### src/rtl/led_scan_7_seg.sv
// led_scan_7_seg: drives NUM_DIGITS common-anode 7-segment digits, one digit per slot.
// A per-frame shadow copy of the inputs keeps a frame consistent. The driver also does
// leading-zero blanking, per-digit blinking and an anode-off guard at the start of each slot.
// All pins are registered and follow slot/shadow state with one cycle of latency.
module led_scan_7_seg #(
    parameter int unsigned NUM_DIGITS   = 4,
    parameter int unsigned SCAN_DIV     = 50000,
    parameter int unsigned GUARD_CYC    = 16,
    parameter int unsigned BLINK_FRAMES = 64,
    parameter int unsigned LZ_BLANK     = 1,
    localparam int unsigned IDX_W       = (NUM_DIGITS > 1) ? $clog2(NUM_DIGITS) : 1
) (
    input  logic                    clk_i,
    input  logic                    rst_i,
    input  logic [4*NUM_DIGITS-1:0] digits_i,
    input  logic [NUM_DIGITS-1:0]   dp_i,
    input  logic [NUM_DIGITS-1:0]   blink_mask_i,
    input  logic                    en_i,
    output logic [6:0]              seg_o,
    output logic                    dp_o,
    output logic [NUM_DIGITS-1:0]   an_o,
    output logic [IDX_W-1:0]        digit_idx_o,
    output logic                    frame_o
);

    localparam int unsigned CNT_W  = $clog2(SCAN_DIV);
    localparam int unsigned FCNT_W = $clog2(BLINK_FRAMES + 1);

    localparam logic [CNT_W-1:0]  CNT_LAST  = CNT_W'(SCAN_DIV - 1);
    localparam logic [IDX_W-1:0]  IDX_LAST  = IDX_W'(NUM_DIGITS - 1);
    localparam logic [FCNT_W-1:0] FCNT_LAST = FCNT_W'(BLINK_FRAMES - 1);
    localparam logic [6:0]        SEG_BLANK = 7'b1111111;

    // Segment pattern {a,b,c,d,e,f,g}, active-low; non-BCD codes are dark.
    function automatic logic [6:0] bcd_to_seg(input logic [3:0] val);
        logic [6:0] seg;
        case (val)
            4'd0:    seg = 7'b0000001;
            4'd1:    seg = 7'b1001111;
            4'd2:    seg = 7'b0010010;
            4'd3:    seg = 7'b0000110;
            4'd4:    seg = 7'b1001100;
            4'd5:    seg = 7'b0100100;
            4'd6:    seg = 7'b0100000;
            4'd7:    seg = 7'b0001111;
            4'd8:    seg = 7'b0000000;
            4'd9:    seg = 7'b0000100;
            default: seg = SEG_BLANK;
        endcase
        return seg;
    endfunction

    // Timebase state
    logic              start_q;
    logic [CNT_W-1:0]  cnt_q, cnt_d;
    logic [IDX_W-1:0]  idx_q, idx_d;
    logic              tick, wrap, load;

    // Blink state
    logic [FCNT_W-1:0] fcnt_q, fcnt_d;
    logic              phase_q, phase_d;

    // Shadow copies of the display inputs
    logic [4*NUM_DIGITS-1:0] sh_digits_q;
    logic [NUM_DIGITS-1:0]   sh_dp_q;
    logic [NUM_DIGITS-1:0]   sh_blink_q;

    // Pin-side decode
    logic [NUM_DIGITS-1:0] lz_blank;
    logic                  zero_run;
    logic [3:0]            cur_val;
    logic                  blink_off;
    logic                  guard;
    logic [6:0]            seg_d, seg_q;
    logic                  dp_d, dp_q;
    logic [NUM_DIGITS-1:0] an_d, an_q;
    logic [IDX_W-1:0]      idx_out_q;
    logic                  frame_q;

    // Slot counter and digit index; the first edge after reset only loads the shadow
    // and starts slot 0, so frame 0 spans a full NUM_DIGITS*SCAN_DIV cycles.
    always_comb begin
        tick  = (cnt_q == CNT_LAST);
        wrap  = ~start_q & tick & (idx_q == IDX_LAST);
        load  = start_q | wrap;
        cnt_d = cnt_q;
        idx_d = idx_q;
        if (!start_q) begin
            if (tick) begin
                cnt_d = '0;
                idx_d = (idx_q == IDX_LAST) ? '0 : idx_q + 1'b1;
            end else begin
                cnt_d = cnt_q + 1'b1;
            end
        end
    end

    // Blink phase toggles after BLINK_FRAMES completed frames.
    always_comb begin
        fcnt_d  = fcnt_q;
        phase_d = phase_q;
        if (wrap) begin
            if (fcnt_q == FCNT_LAST) begin
                fcnt_d  = '0;
                phase_d = ~phase_q;
            end else begin
                fcnt_d = fcnt_q + 1'b1;
            end
        end
    end

    // Timebase, blink and shadow registers
    always_ff @(posedge clk_i or posedge rst_i) begin
        if (rst_i) begin
            start_q     <= 1'b1;
            cnt_q       <= '0;
            idx_q       <= '0;
            fcnt_q      <= '0;
            phase_q     <= 1'b0;
            sh_digits_q <= '0;
            sh_dp_q     <= '0;
            sh_blink_q  <= '0;
        end else begin
            start_q <= 1'b0;
            cnt_q   <= cnt_d;
            idx_q   <= idx_d;
            fcnt_q  <= fcnt_d;
            phase_q <= phase_d;
            if (load) begin
                sh_digits_q <= digits_i;
                sh_dp_q     <= dp_i;
                sh_blink_q  <= blink_mask_i;
            end
        end
    end

    // Leading-zero mask: a digit is blank when it and every digit above it are zero.
    always_comb begin
        lz_blank = '0;
        zero_run = 1'b1;
        for (int k = NUM_DIGITS - 1; k >= 1; k--) begin
            zero_run    = zero_run & (sh_digits_q[4*k +: 4] == 4'd0);
            lz_blank[k] = zero_run & (LZ_BLANK != 0);
        end
    end

    // Next pin values for the digit in the current slot.
    always_comb begin
        cur_val   = sh_digits_q[4*int'(idx_q) +: 4];
        blink_off = phase_q & sh_blink_q[idx_q];
        seg_d     = bcd_to_seg(cur_val);
        if (lz_blank[idx_q] || blink_off) begin
            seg_d = SEG_BLANK;
        end
        // Blinking hides the decimal point as well; leading-zero blanking does not.
        dp_d  = blink_off ? 1'b1 : ~sh_dp_q[idx_q];
        guard = (32'(cnt_q) < GUARD_CYC);
        an_d  = '1;
        if (!guard && en_i) begin
            an_d[idx_q] = 1'b0;
        end
    end

    // Pin registers
    always_ff @(posedge clk_i or posedge rst_i) begin
        if (rst_i) begin
            seg_q     <= SEG_BLANK;
            dp_q      <= 1'b1;
            an_q      <= '1;
            idx_out_q <= '0;
            frame_q   <= 1'b0;
        end else begin
            seg_q     <= seg_d;
            dp_q      <= dp_d;
            an_q      <= an_d;
            idx_out_q <= idx_q;
            frame_q   <= load;
        end
    end

    assign seg_o       = seg_q;
    assign dp_o        = dp_q;
    assign an_o        = an_q;
    assign digit_idx_o = idx_out_q;
    assign frame_o     = frame_q;

endmodule

### config.mk
export PLATFORM = sky130hd
export DESIGN_NAME = led_scan_7_seg
export DESIGN_NICKNAME = d
export VERILOG_FILES = /design/src/rtl/led_scan_7_seg.sv
export SDC_FILE = /design/constraint.sdc
export NUM_CORES = 1
export LEC_CHECK = 0
export ABC_CLOCK_PERIOD_IN_PS = 2500
export BUFFER_PORTS_ARGS = -buffer_cell sky130_fd_sc_hd__clkbuf_2
export CORE_MARGIN = 2
export CORE_UTILIZATION = 37
export CTS_CLUSTER_SIZE = 20
export DETAILED_ROUTE_END_ITERATION = 7
export GPL_TIMING_DRIVEN = 0
export PLACE_DENSITY = 0.67
export RECOVER_POWER = 25
export SLEW_MARGIN = 20
export SYNTH_ARGS = -nofsm -noshare
export SYNTH_HDL_FRONTEND = slang
export SYNTH_SLANG_ARGS = --single-unit
### constraint.sdc
create_clock -name clk_i -period 2.5 [get_ports clk_i]
set_input_delay 0.5 -clock clk_i [delete_from_list [all_inputs] [get_ports clk_i]]
set_output_delay 0.5 -clock clk_i [all_outputs]
set_load 0.05 [all_outputs]
==> insert_results.sql, run 1 <==
INSERT INTO impl_metrics (metric_group, metric, value, unit) VALUES
('outcome', 'outcome', 'complete, no violations', ''),
('floorplanning', 'core_area', '8217', 'sq um'),
('placement', 'detailed_place.area', '3505', 'sq um'),
('worst_setup_path', 'critical_path.endpoint_type', 'flip-flop', ''),
('worst_setup_path', 'critical_path_arrival', '2.45', 'ns'),
('power_and_ir_drop', 'post-layout-total-power', '0.002771', 'W'),
('clocking', 'cts-htree-levels', '3', ''),
('floorplanning', 'design.die.area', '9255', 'sq um'),
('clocking', 'clk_path_buf_depth', '2', ''),
('logic_synthesis', 'synth_top_area_frac', '0.4216', ''),
('power_and_ir_drop', 'combinationalPowerShare', '0.170', ''),
('power_and_ir_drop', 'ir_worst_vdd', '0.3781', 'mV'),
('route', 'drcViolationCount', '0', ''),
('logic_synthesis', 'synth_async_sr_flop_share', '1.000', ''),
('route', 'drt-total-wl', '5875', 'microns'),
('route', 'drt-wirelength-per-cell', '13.86', 'microns'),
('floorplanning', 'std_cell_rows', '33', ''),
('clocking', 'cts-buffers-inserted', '9', ''),
('flow_run', 'drv_cap', '0', ''),
('timing', 'post_layout_min_period', '2.181', 'ns'),
('global_route', 'gr_usage_total', '0.1429', ''),
('logic_synthesis', 'yosysUniqueCellTypes', '46', ''),
('route', 'remaining_antenna_violation_count_after_routing', '0', ''),
('timing', 'worst_pin_slew', '1.421', 'ns'),
('clocking', 'clockRootBuffer', 'clkbuf_8', ''),
('power_and_ir_drop', 'power.sequential.fraction', '0.464', ''),
('floorplanning', 'die_height', '96.21', 'microns'),
('timing', 'slew_headroom', '0.04776', ''),
('power_and_ir_drop', 'power.net_switching', '0.0008332', 'W'),
('route', 'route.detailed.vias_per_inst', '4.936', ''),
('clocking', 'cts_setup_buffers', '0', ''),
('floorplanning', 'die-width', '96.21', 'microns'),
('route', 'via_count', '2093', ''),
('global_route', 'grt_antenna_before_repair', '0', ''),
('worst_setup_path', 'cpPeakStageDelay', '0.63', 'ns'),
('timing', 'final-max-slew-violation-count', '0', ''),
('timing', 'maxClockFrequency', '458.5', 'MHz'),
('logic_synthesis', 'synth_ff_type', 'dfrtp_1', ''),
('worst_setup_path', 'critPathMaxFanout', '10', ''),
('worst_setup_path', 'startpoint_type', 'flip-flop', ''),
('layout', 'layout.filler_cells', '751', ''),
('global_route', 'global_route.overflow_total', '0', ''),
('layout', 'finish.net_count', '353', ''),
('placement', 'dpl_worst_slack', '0.3218', 'ns'),
('global_route', 'grt_start_max_net_pins', '35', ''),
('clocking', 'cts.clk_slew.worst_paths', '0.08', 'ns'),
('logic_synthesis', 'ys_ff_latch', '66', ''),
('layout', 'finalInstanceArea', '3712', 'sq um'),
('logic_synthesis', 'synth_top_cell_by_area', 'dfrtp_1', ''),
('clocking', 'cts.sinks', '66', ''),
('global_route', 'grt_pass1_wl', '9894', 'microns'),
('power_and_ir_drop', 'power_switching_share', '0.3007', ''),
('placement', 'gpl.final_weighted_congestion', '0.7660', ''),
('timing', 'skew', '0.01018', 'ns'),
('timing', 'timing_hold_violations_final', '0', ''),
('worst_setup_path', 'worstSetupPathType', 'reg2reg', ''),
('worst_setup_path', 'cpMaxStageDelayCell', 'mux4_2', ''),
('worst_setup_path', 'critPathBufInv', '3', ''),
('worst_setup_path', 'critPathRequiredTime', '2.77', 'ns'),
('clocking', 'clock_insertion_delay_worst_skew', '0.35', 'ns'),
('placement', 'io_buffers', '41', ''),
('floorplanning', 'initial_utilization', '0.3828', ''),
('timing', 'final.setup.worst_slack', '0.3189', 'ns'),
('min_path', 'hold_class', 'in2reg', ''),
('floorplanning', 'io_pins', '42', ''),
('worst_setup_path', 'cell_repeated_most_along_the_worst_path', 'inv_1', ''),
('power_and_ir_drop', 'cellInternalPower', '0.001938', 'W'),
('logic_synthesis', 'netlist_instances', '261', ''),
('layout', 'num_antenna_cells', '0', ''),
('logic_synthesis', 'synth_area_leaders', 'dfrtp_1, dfstp_2, mux2_2', ''),
('power_and_ir_drop', 'cellPowerDensity', '746.4', 'nW/um^2');
## cell usage after synthesis (all sizes together) (2+ instances only)
cell / instances
dfstp: 13
dfrtp: 53
xnor2: 4
nor3: 6
inv: 17
a21oi: 8
nand4: 2
a211oi: 2
xor2: 8
ha: 12
mux4: 6
clkbuf: 2
nand2: 19
buf: 5
mux2i: 4
o31a: 2
and3: 5
nor2: 12
a211o: 2
nand3: 8
or2: 2
nor4: 5
o21ai: 16
mux2: 26
or3: 2
or4: 5
## power groups by stage
stage                     registers, W  logic, W  clock network (W)
after floorplan                0.00139  0.000267                  0
after global placement         0.00130  0.000467                  0
after detailed placement       0.00131  0.000479                  0
after CTS                      0.00129  0.000481            0.00104
after global routing           0.00131  0.000530            0.00109
final                          0.00129  0.000472            0.00101
## logic make-up after synthesis
| group | count (synthesis) | synth area share |
|---|---|---|
| xor gates and xnor gates | 12 | 0.03341 |
| adders and majority gates | 12 | 0.04773 |
| muxes | 36 | 0.1488 |
| buffers and inverters | 24 | 0.03460 |
| DFF | 66 | 0.5302 |
| AOI/OAI and AO/OA | 37 | 0.07638 |
| other | 1 | 0.001192 |
| and+or+nand+nor | 73 | 0.1277 |
## routing by layer
layer  global-route usage  wire length (microns)  up-vias
met4              0.07381                    135        0
met1               0.2012                   2808     1010
met5                    0                      0        -
met3              0.03681                    231       12
met2               0.2014                   2699       40
li1                     -                      -     1031
## layout make-up
class | instances | area [sq um] | area share
Sequential cell | 66 | 1668 | 0.4493
Tap cell | 105 | 131.4 | 0.03539
Inverter | 17 | 65.06 | 0.01753
Clock inverter | 7 | 101.3 | 0.02730
Buffer | 7 | 45.04 | 0.01213
Clock buffer | 9 | 123.9 | 0.03337
Multi-Input combinational cell | 171 | 1369 | 0.3687
Timing Repair Buffer | 42 | 209.0 | 0.05629
## worst paths after layout
kind	to	depth (start not counted)	slack, ns	from
min in group asynchronous	frame_o$_DFF_PP0_	2	0.45	rst_i
max reg2reg	seg_o[6]$_DFF_PP1_	8	0.32	idx_q[0]$_DFFE_PP0P_
max	seg_o[6]$_DFF_PP1_	8	0.32	idx_q[0]$_DFFE_PP0P_
min reg2reg	digit_idx_o[1]$_DFF_PP0_	0	0.47	idx_q[1]$_DFFE_PP0P_
max in group asynchronous	cnt_q[11]$_DFFE_PP0N_	3	0.65	rst_i
min	sh_digits_q[8]$_DFFE_PP0P_	2	0.37	digits_i[8]
## state kept, by name (all words and copies together) (netlist names)
name	flops
frame_o	1
sh_dp_q	4
an_o	4
dp_o	1
fcnt_q	7
digit_idx_o	2
phase_q	1
cnt_q	16
sh_digits_q	16
seg_o	7
idx_q	2
start_q	1
sh_blink_q	4
## cells in the final DEF, fill, tap and decap left out, drive strengths merged, types with 2 or more instances in the layout
master and n:
dfrtp 53, clkbuf 53, mux2 26, nand2 19, inv 18, o21ai 16
dfstp 13, nor2 12, ha 12, xor2 8, a21oi 8, nand3 8
nor3 6, mux4 6, or4 5, nor4 5, and3 5, buf 5
mux2i 4, xnor2 4, clkinvlp 3, or3 2, a211o 2, or2 2
a211oi 2, nand4 2, bufinv 2, o31a 2
## metrics by stage
stage / std cells / util / hold WS (ns) / setup TNS (ns)
6_report: 424 / 0.4518 / 0.3739 / 0
5_1_grt: 424 / 0.4518 / 0.3610 / 0
3_3_place_gp: 407 / 0.4238 / 0.4523 / -23.41
2_1_floorplan: 261 / - / 0.3993 / 0
4_1_cts: 424 / 0.4539 / 0.1484 / 0
3_5_place_dp: 408 / 0.4265 / 0.4463 / 0
Power figures use the tool's default switching activity.
==> inputs of run 2 (changes only) <==
ABC_CLOCK_PERIOD_IN_PS = 2050   (was 2500)
clock period = 2.05 ns   (was 2.5 ns; I/O delays follow)
==> insert_results.sql, run 2 (same netlist as run 1, synthesis figures left out) <==
INSERT INTO impl_metrics (metric_group, metric, value, unit) VALUES
('outcome', 'outcome', 'finished, violations left', ''),
('outcome', 'violations_in_the_final_reports', 'max-capacitance violations', ''),
('power_and_ir_drop', 'power.net_switching', '0.001027', 'W'),
('layout', 'postLayoutCoreUtil', '0.4626', ''),
('layout', 'layout.cells.most_common_list', 'dfrtp_1, clkbuf_2, mux2_2, nand2_1, o21ai_0', ''),
('floorplanning', 'die_height', '96.21', 'microns'),
('placement', 'dpl_worst_slack', '-0.1282', 'ns'),
('timing', 'grt_setup_unrepaired', 'yes', ''),
('clocking', 'clock_insertion_delay_worst_skew', '0.35', 'ns'),
('global_route', 'grt_antenna_before_repair', '0', ''),
('timing', 'final-max-slew-violation-count', '0', ''),
('clocking', 'cts-buffers-inserted', '9', ''),
('timing', 'setup_viol', '0', ''),
('global_route', 'grt_pass1_wl', '9936', 'microns'),
('global_route', 'global_route.overflow_total', '0', ''),
('power_and_ir_drop', 'power_switching_share', '0.3021', ''),
('route', 'drcViolationCount', '0', ''),
('route', 'firstDrtPassIters', '4', ''),
('layout', 'layout.filler_cells', '749', ''),
('global_route', 'grt_start_max_net_pins', '35', ''),
('power_and_ir_drop', 'post-layout-total-power', '0.003399', 'W'),
('power_and_ir_drop', 'ir_worst_vdd', '0.4616', 'mV'),
('power_and_ir_drop', 'cellPowerDensity', '894.3', 'nW/um^2'),
('global_route', 'first_global_vias', '2105', ''),
('power_and_ir_drop', 'static-leakage-power', '1.703', 'nW'),
('route', 'remaining_antenna_violation_count_after_routing', '0', ''),
('clocking', 'clockRootBuffer', 'clkbuf_8', ''),
('route', 'drt-wirelength-per-cell', '13.99', 'microns'),
('global_route', 'gr_usage_total', '0.1437', ''),
('worst_setup_path', 'cp-endpoint', 'idx_q[1]$_DFFE_PP0P_', ''),
('floorplanning', 'io_pins', '42', ''),
('flow_run', 'drv_cap', '1', ''),
('route', 'via_count', '2117', ''),
('power_and_ir_drop', 'cellInternalPower', '0.002372', 'W'),
('layout', 'finalInstanceArea', '3801', 'sq um'),
('power_and_ir_drop', 'combinationalPowerShare', '0.170', ''),
('timing', 'worst_pin_slew', '1.484', 'ns'),
('route', 'drt_iter0_markers', '96', ''),
('timing', 'fin_hold_ws', '0.2839', 'ns'),
('layout', 'num_antenna_cells', '0', ''),
('worst_setup_path', 'crit_path_start', 'cnt_q[11]$_DFFE_PP0N_', ''),
('worst_setup_path', 'crit-reg2reg-launch', 'cnt_q[11]$_DFFE_PP0N_', ''),
('placement', 'io_buffers', '41', ''),
('worst_setup_path', 'startpoint_type', 'flip-flop', ''),
('worst_setup_path', 'critPathRequiredTime', '2.29', 'ns'),
('worst_setup_path', 'ff2ff_setup_slack', '0.10', 'ns'),
('min_path', 'hold_class', 'in2reg', ''),
('clocking', 'tritoncts_clock_tree', 'yes', ''),
('worst_setup_path', 'critical_path.endpoint_type', 'flip-flop', ''),
('floorplanning', 'std_cell_rows', '33', ''),
('timing', 'final.setup.worst_slack', '0.1033', 'ns'),
('clocking', 'clk_path_buf_depth', '2', ''),
('timing', 'maxClockFrequency', '513.7', 'MHz'),
('route', 'drt-total-wl', '5987', 'microns'),
('route', 'route.detailed.vias_per_inst', '4.946', ''),
('placement', 'gpl.final_weighted_congestion', '0.7660', ''),
('clocking', 'cts.sinks', '66', ''),
('worst_setup_path', 'worstSetupPathType', 'reg2reg', ''),
('clocking', 'cts-htree-levels', '3', ''),
('worst_setup_path', 'critPathMaxFanout', '7', ''),
('timing', 'skew', '0.01025', 'ns'),
('worst_setup_path', 'ff2ff_path_depth', '4', ''),
('power_and_ir_drop', 'clock_power_share', '0.363', ''),
('placement', 'detailed_place.area', '3505', 'sq um'),
('layout', 'registers_with_the_most_flip_flops', 'cnt_q x16, sh_digits_q x16', ''),
('floorplanning', 'core_area', '8217', 'sq um'),
('timing', 'timing_hold_violations_final', '0', ''),
('layout', 'drive_gt1_frac', '0.4025', ''),
('layout', 'area_growth', '20.84', '%'),
('power_and_ir_drop', 'power.sequential.fraction', '0.467', ''),
('timing', 'layout_worst_path_cycle_share', '0.9496', ''),
('placement', 'hpwl', '4285', 'microns'),
('layout', 'layout.cells.most_common', 'dfrtp_1', ''),
('worst_setup_path', 'regToRegEndpoint', 'idx_q[1]$_DFFE_PP0P_', ''),
('floorplanning', 'die-width', '96.21', 'microns'),
('floorplanning', 'design.die.area', '9255', 'sq um'),
('timing', 'post_layout_min_period', '1.947', 'ns'),
('clocking', 'cts.clk_slew.worst_paths', '0.08', 'ns'),
('timing', 'slew_headroom', '0.005451', ''),
('worst_setup_path', 'critical_path_arrival', '2.18', 'ns'),
('floorplanning', 'initial_utilization', '0.3828', ''),
('layout', 'finish.net_count', '357', '');
-- run 2: cell types whose count changed in the layout (fill, tap and decap cells not counted), sizes merged --
cell	change
buf	+6
clkbuf	-2
-- run 2: what timing repair did --
action                                  CTS  global route
resized for setup                         4            10
hold buffers                              0             0
buffers inserted                          2             3
pin swaps                                 1             1
endpoints found under the setup margin   23            29
-- run 2: worst min path at each step --
stage	startpoint	endpoint	slack (ns)	cells past startpoint
after floorplan	idx_q[1]$_DFFE_PP0P_	digit_idx_o[1]$_DFF_PP0_	0.40	0
after global placement	idx_q[0]$_DFFE_PP0P_	digit_idx_o[0]$_DFF_PP0_	0.45	0
after detailed placement	rst_i	frame_o$_DFF_PP0_	0.44	2
after CTS	rst_i	sh_digits_q[3]$_DFFE_PP0P_	0.06	2
after global routing	digits_i[11]	sh_digits_q[11]$_DFFE_PP0P_	0.27	2
final	digits_i[8]	sh_digits_q[8]$_DFFE_PP0P_	0.28	2
-- run 2: metal layers --
metal / GRT usage / up-vias / routed length [microns]
met5: 0 / - / 0
met3: 0.03681 / 11 / 230
met1: 0.2007 / 1026 / 2849
li1: - / 1039 / -
met2: 0.2049 / 41 / 2779
met4: 0.07381 / 0 / 127
-- run 2: layout make-up --
| type | count | area [sq um] | area share |
|---|---|---|---|
| repair buffers | 47 | 261.5 | 0.06880 |
| clock inverters | 7 | 101.3 | 0.02666 |
| inverters | 17 | 65.06 | 0.01712 |
| well taps | 105 | 131.4 | 0.03456 |
| plain buffers | 6 | 52.55 | 0.01382 |
| clock buffers | 9 | 123.9 | 0.03259 |
| multi-input cells | 171 | 1395 | 0.3670 |
| flip-flops and latches | 66 | 1670 | 0.4394 |
-- run 2: per-stage QoR --
step | std cells | setup TNS, ns
2_1_floorplan | 261 | 0
4_1_cts | 426 | 0
3_5_place_dp | 408 | -1.789
6_report | 428 | 0
3_3_place_gp | 407 | -46.86
5_1_grt | 428 | -0.04535
-- run 2: power by group through the flow --
stage | Combinational (W) | Clock [W] | Sequential (W)
floorplan | 0.000326 | 0 | 0.00170
global placement | 0.000570 | 0 | 0.00159
detailed placement | 0.000585 | 0 | 0.00159
CTS | 0.000591 | 0.00127 | 0.00157
global route | 0.000645 | 0.00133 | 0.00161
finish | 0.000578 | 0.00123 | 0.00159
-- run 2: worst max-delay path, cell delays in order (launching register included) --
cell and delay, ns:
dfrtp_1 0.44, nor4_4 0.35, nand4_1 0.35, nor2_2 0.33, mux2_2 0.36
==> inputs of run 3 (changes only) <==
ABC_CLOCK_PERIOD_IN_PS = default   (was 2050)
CAP_MARGIN = 25   (was default)
clock period = 2 ns   (was 2.05 ns; I/O delays follow)
==> insert_results.sql, run 3 (same netlist as run 1, synthesis figures left out) <==
INSERT INTO impl_metrics (metric_group, metric, value, unit) VALUES
('worst_setup_path', 'worstSetupPathType', 'reg2reg', ''),
('layout', 'area_growth', '23.35', '%'),
('layout', 'num_antenna_cells', '0', ''),
('global_route', 'grt_start_max_net_pins', '30', ''),
('timing', 'timing_hold_violations_final', '0', ''),
('route', 'drt-total-wl', '6307', 'microns'),
('layout', 'registers_with_the_most_flip_flops', 'cnt_q x16, sh_digits_q x16', ''),
('power_and_ir_drop', 'static-leakage-power', '1.759', 'nW'),
('min_path', 'hold_class', 'in2async', ''),
('floorplanning', 'die-width', '96.21', 'microns'),
('floorplanning', 'core_area', '8217', 'sq um'),
('worst_setup_path', 'critical_path_arrival', '2.18', 'ns'),
('worst_setup_path', 'startpoint_type', 'flip-flop', ''),
('worst_setup_path', 'regToRegEndpoint', 'fcnt_q[1]$_DFFE_PP0P_', ''),
('layout', 'drive_gt1_frac', '0.4164', ''),
('clocking', 'clock_insertion_delay_worst_skew', '0.35', 'ns'),
('layout', 'layout.cells.most_common_list', 'dfrtp_1, clkbuf_2, mux2_2, nand2_1', ''),
('global_route', 'grt_pass1_wl', '10110', 'microns'),
('placement', 'io_buffers', '41', ''),
('worst_setup_path', 'crit_path_start', 'cnt_q[0]$_DFFE_PP0N_', ''),
('clocking', 'cts.sinks', '66', ''),
('timing', 'layout_worst_path_cycle_share', '0.9746', ''),
('worst_setup_path', 'critPathMaxFanout', '7', ''),
('global_route', 'global_route.overflow_total', '0', ''),
('placement', 'hpwl', '4412', 'microns'),
('global_route', 'groute.layer.met2.usage', '0.2049', ''),
('global_route', 'groute.layer.met1.usage', '0.2051', ''),
('placement', 'detailed_place.area', '3533', 'sq um'),
('layout', 'finalInstanceArea', '3880', 'sq um'),
('worst_setup_path', 'ff2ff_setup_slack', '0.05', 'ns'),
('route', 'via_count', '2200', ''),
('worst_setup_path', 'critical_path.endpoint_type', 'flip-flop', ''),
('flow_run', 'drv_cap', '0', ''),
('placement', 'gpl.final_weighted_congestion', '0.8016', ''),
('clocking', 'clk_path_buf_depth', '2', ''),
('global_route', 'grt_antenna_before_repair', '0', ''),
('timing', 'post_layout_min_period', '1.949', 'ns'),
('outcome', 'outcome', 'complete, no violations', ''),
('floorplanning', 'io_pins', '42', ''),
('global_route', 'gr_usage_total', '0.1457', ''),
('clocking', 'cts-htree-levels', '3', ''),
('floorplanning', 'design.die.area', '9255', 'sq um'),
('route', 'drt-wirelength-per-cell', '14.53', 'microns'),
('timing', 'grt_setup_unrepaired', 'yes', ''),
('timing', 'slew_headroom', '0.2892', ''),
('global_route', 'first_global_vias', '2091', ''),
('power_and_ir_drop', 'ir_worst_vdd', '0.4595', 'mV'),
('route', 'firstDrtPassIters', '4', ''),
('timing', 'setup_viol', '0', ''),
('layout', 'layout.cells.most_common', 'dfrtp_1', ''),
('worst_setup_path', 'crit-reg2reg-launch', 'cnt_q[0]$_DFFE_PP0N_', ''),
('layout', 'finish.net_count', '363', ''),
('global_route', 'grt_busiest_layer', 'met1', ''),
('route', 'drt_iter0_markers', '109', ''),
('timing', 'skew', '0.008098', 'ns'),
('worst_setup_path', 'critPathRequiredTime', '2.23', 'ns'),
('worst_setup_path', 'ff2ff_path_depth', '5', ''),
('floorplanning', 'initial_utilization', '0.3828', ''),
('layout', 'postLayoutCoreUtil', '0.4722', ''),
('floorplanning', 'die_height', '96.21', 'microns'),
('global_route', 'gr-usage-met3', '0.03681', ''),
('clocking', 'cts.clk_slew.worst_paths', '0.08', 'ns'),
('floorplanning', 'std_cell_rows', '33', ''),
('power_and_ir_drop', 'cellPowerDensity', '906.7', 'nW/um^2'),
('clocking', 'tritoncts_clock_tree', 'yes', ''),
('timing', 'final-max-slew-violation-count', '0', ''),
('timing', 'maxClockFrequency', '513.0', 'MHz'),
('clocking', 'cts-hold-fix-buffers', '0', ''),
('clocking', 'cts-buffers-inserted', '9', ''),
('route', 'drcViolationCount', '0', ''),
('route', 'remaining_antenna_violation_count_after_routing', '0', ''),
('timing', 'worst_pin_slew', '1.066', 'ns'),
('clocking', 'clockRootBuffer', 'clkbuf_8', ''),
('route', 'route.detailed.vias_per_inst', '5.069', '');
## run 3: changes by cell type in the layout (fill, tap and decap cells not counted), sizes merged
cell	delta
clkbuf	+1
buf	+5
clkinv	+2
inv	-2
## run 3: report_power, final
part | switching (W) | total (W) | leakage, nW | internal, W
logic | 0.000392 | 0.000667 | 0.852 | 0.000275
clock network | 0.000535 | 0.00123 | 0.105 | 0.000699
registers | 0.000121 | 0.00162 | 0.803 | 0.00150
total | 0.00105 | 0.00352 | 1.76 | 0.00247
## run 3: what timing repair did
item | CTS | global route
setup buffers | 4 | 4
pin swaps | 1 | 2
endpoints found under the setup margin | 27 | 29
gates resized for setup | 8 | 17
cloned | 0 | 2
## run 3: metal layers
| layer | up-vias | part of all wire |
|---|---|---|
| li1 | 1061 | - |
| met1 | 1087 | 0.48 |
| met2 | 42 | 0.46 |
| met3 | 10 | 0.041 |
| met4 | 0 | 0.022 |
| met5 | - | 0 |
## run 3: metrics by stage
stage / hold WS (ns) / instances / setup TNS [ns] / total power, W / setup WS [ns]
finish: 0.1752 / 434 / 0 / 0.003518 / 0.05083
global route: 0.2413 / 434 / -0.7186 / 0.003688 / -0.04581
CTS: 0.07958 / 429 / 0 / 0.003488 / 0.001028
detailed placement: 0.4544 / 409 / -3.556 / 0.002240 / -0.1865
global placement: 0.4544 / 407 / -3.138 / 0.002210 / -0.1455
floorplan: 0.3993 / 261 / 0 / 0.002073 / 0.08542
## run 3: layout make-up
class / count / area (sq um)
inverter: 17 / 65.06
fill: 745 / 4337
buffer: 6 / 52.55
timing repair buffer: 53 / 332.8
tap: 105 / 131.4
clock buffer: 9 / 123.9
multi-input combinational: 171 / 1409
sequential: 66 / 1672
clock inverter: 7 / 93.84
## run 3: worst max-delay path by stage
stage | to | cells after the start
floorplan | sh_blink_q[3]$_DFFE_PP0P_ | 5
global placement | sh_digits_q[2]$_DFFE_PP0P_ | 5
detailed placement | seg_o[6]$_DFF_PP1_ | 8
CTS | sh_digits_q[4]$_DFFE_PP0P_ | 5
global route | sh_blink_q[3]$_DFFE_PP0P_ | 6
finish | fcnt_q[1]$_DFFE_PP0P_ | 5
## run 3: worst max-delay path: stages, from the launching register on
cell and delay (ns):
dfrtp_1 0.41, ha_1 0.24, and4b_1 0.29, nand3_1 0.26
nor2_2 0.27, mux2_2 0.36
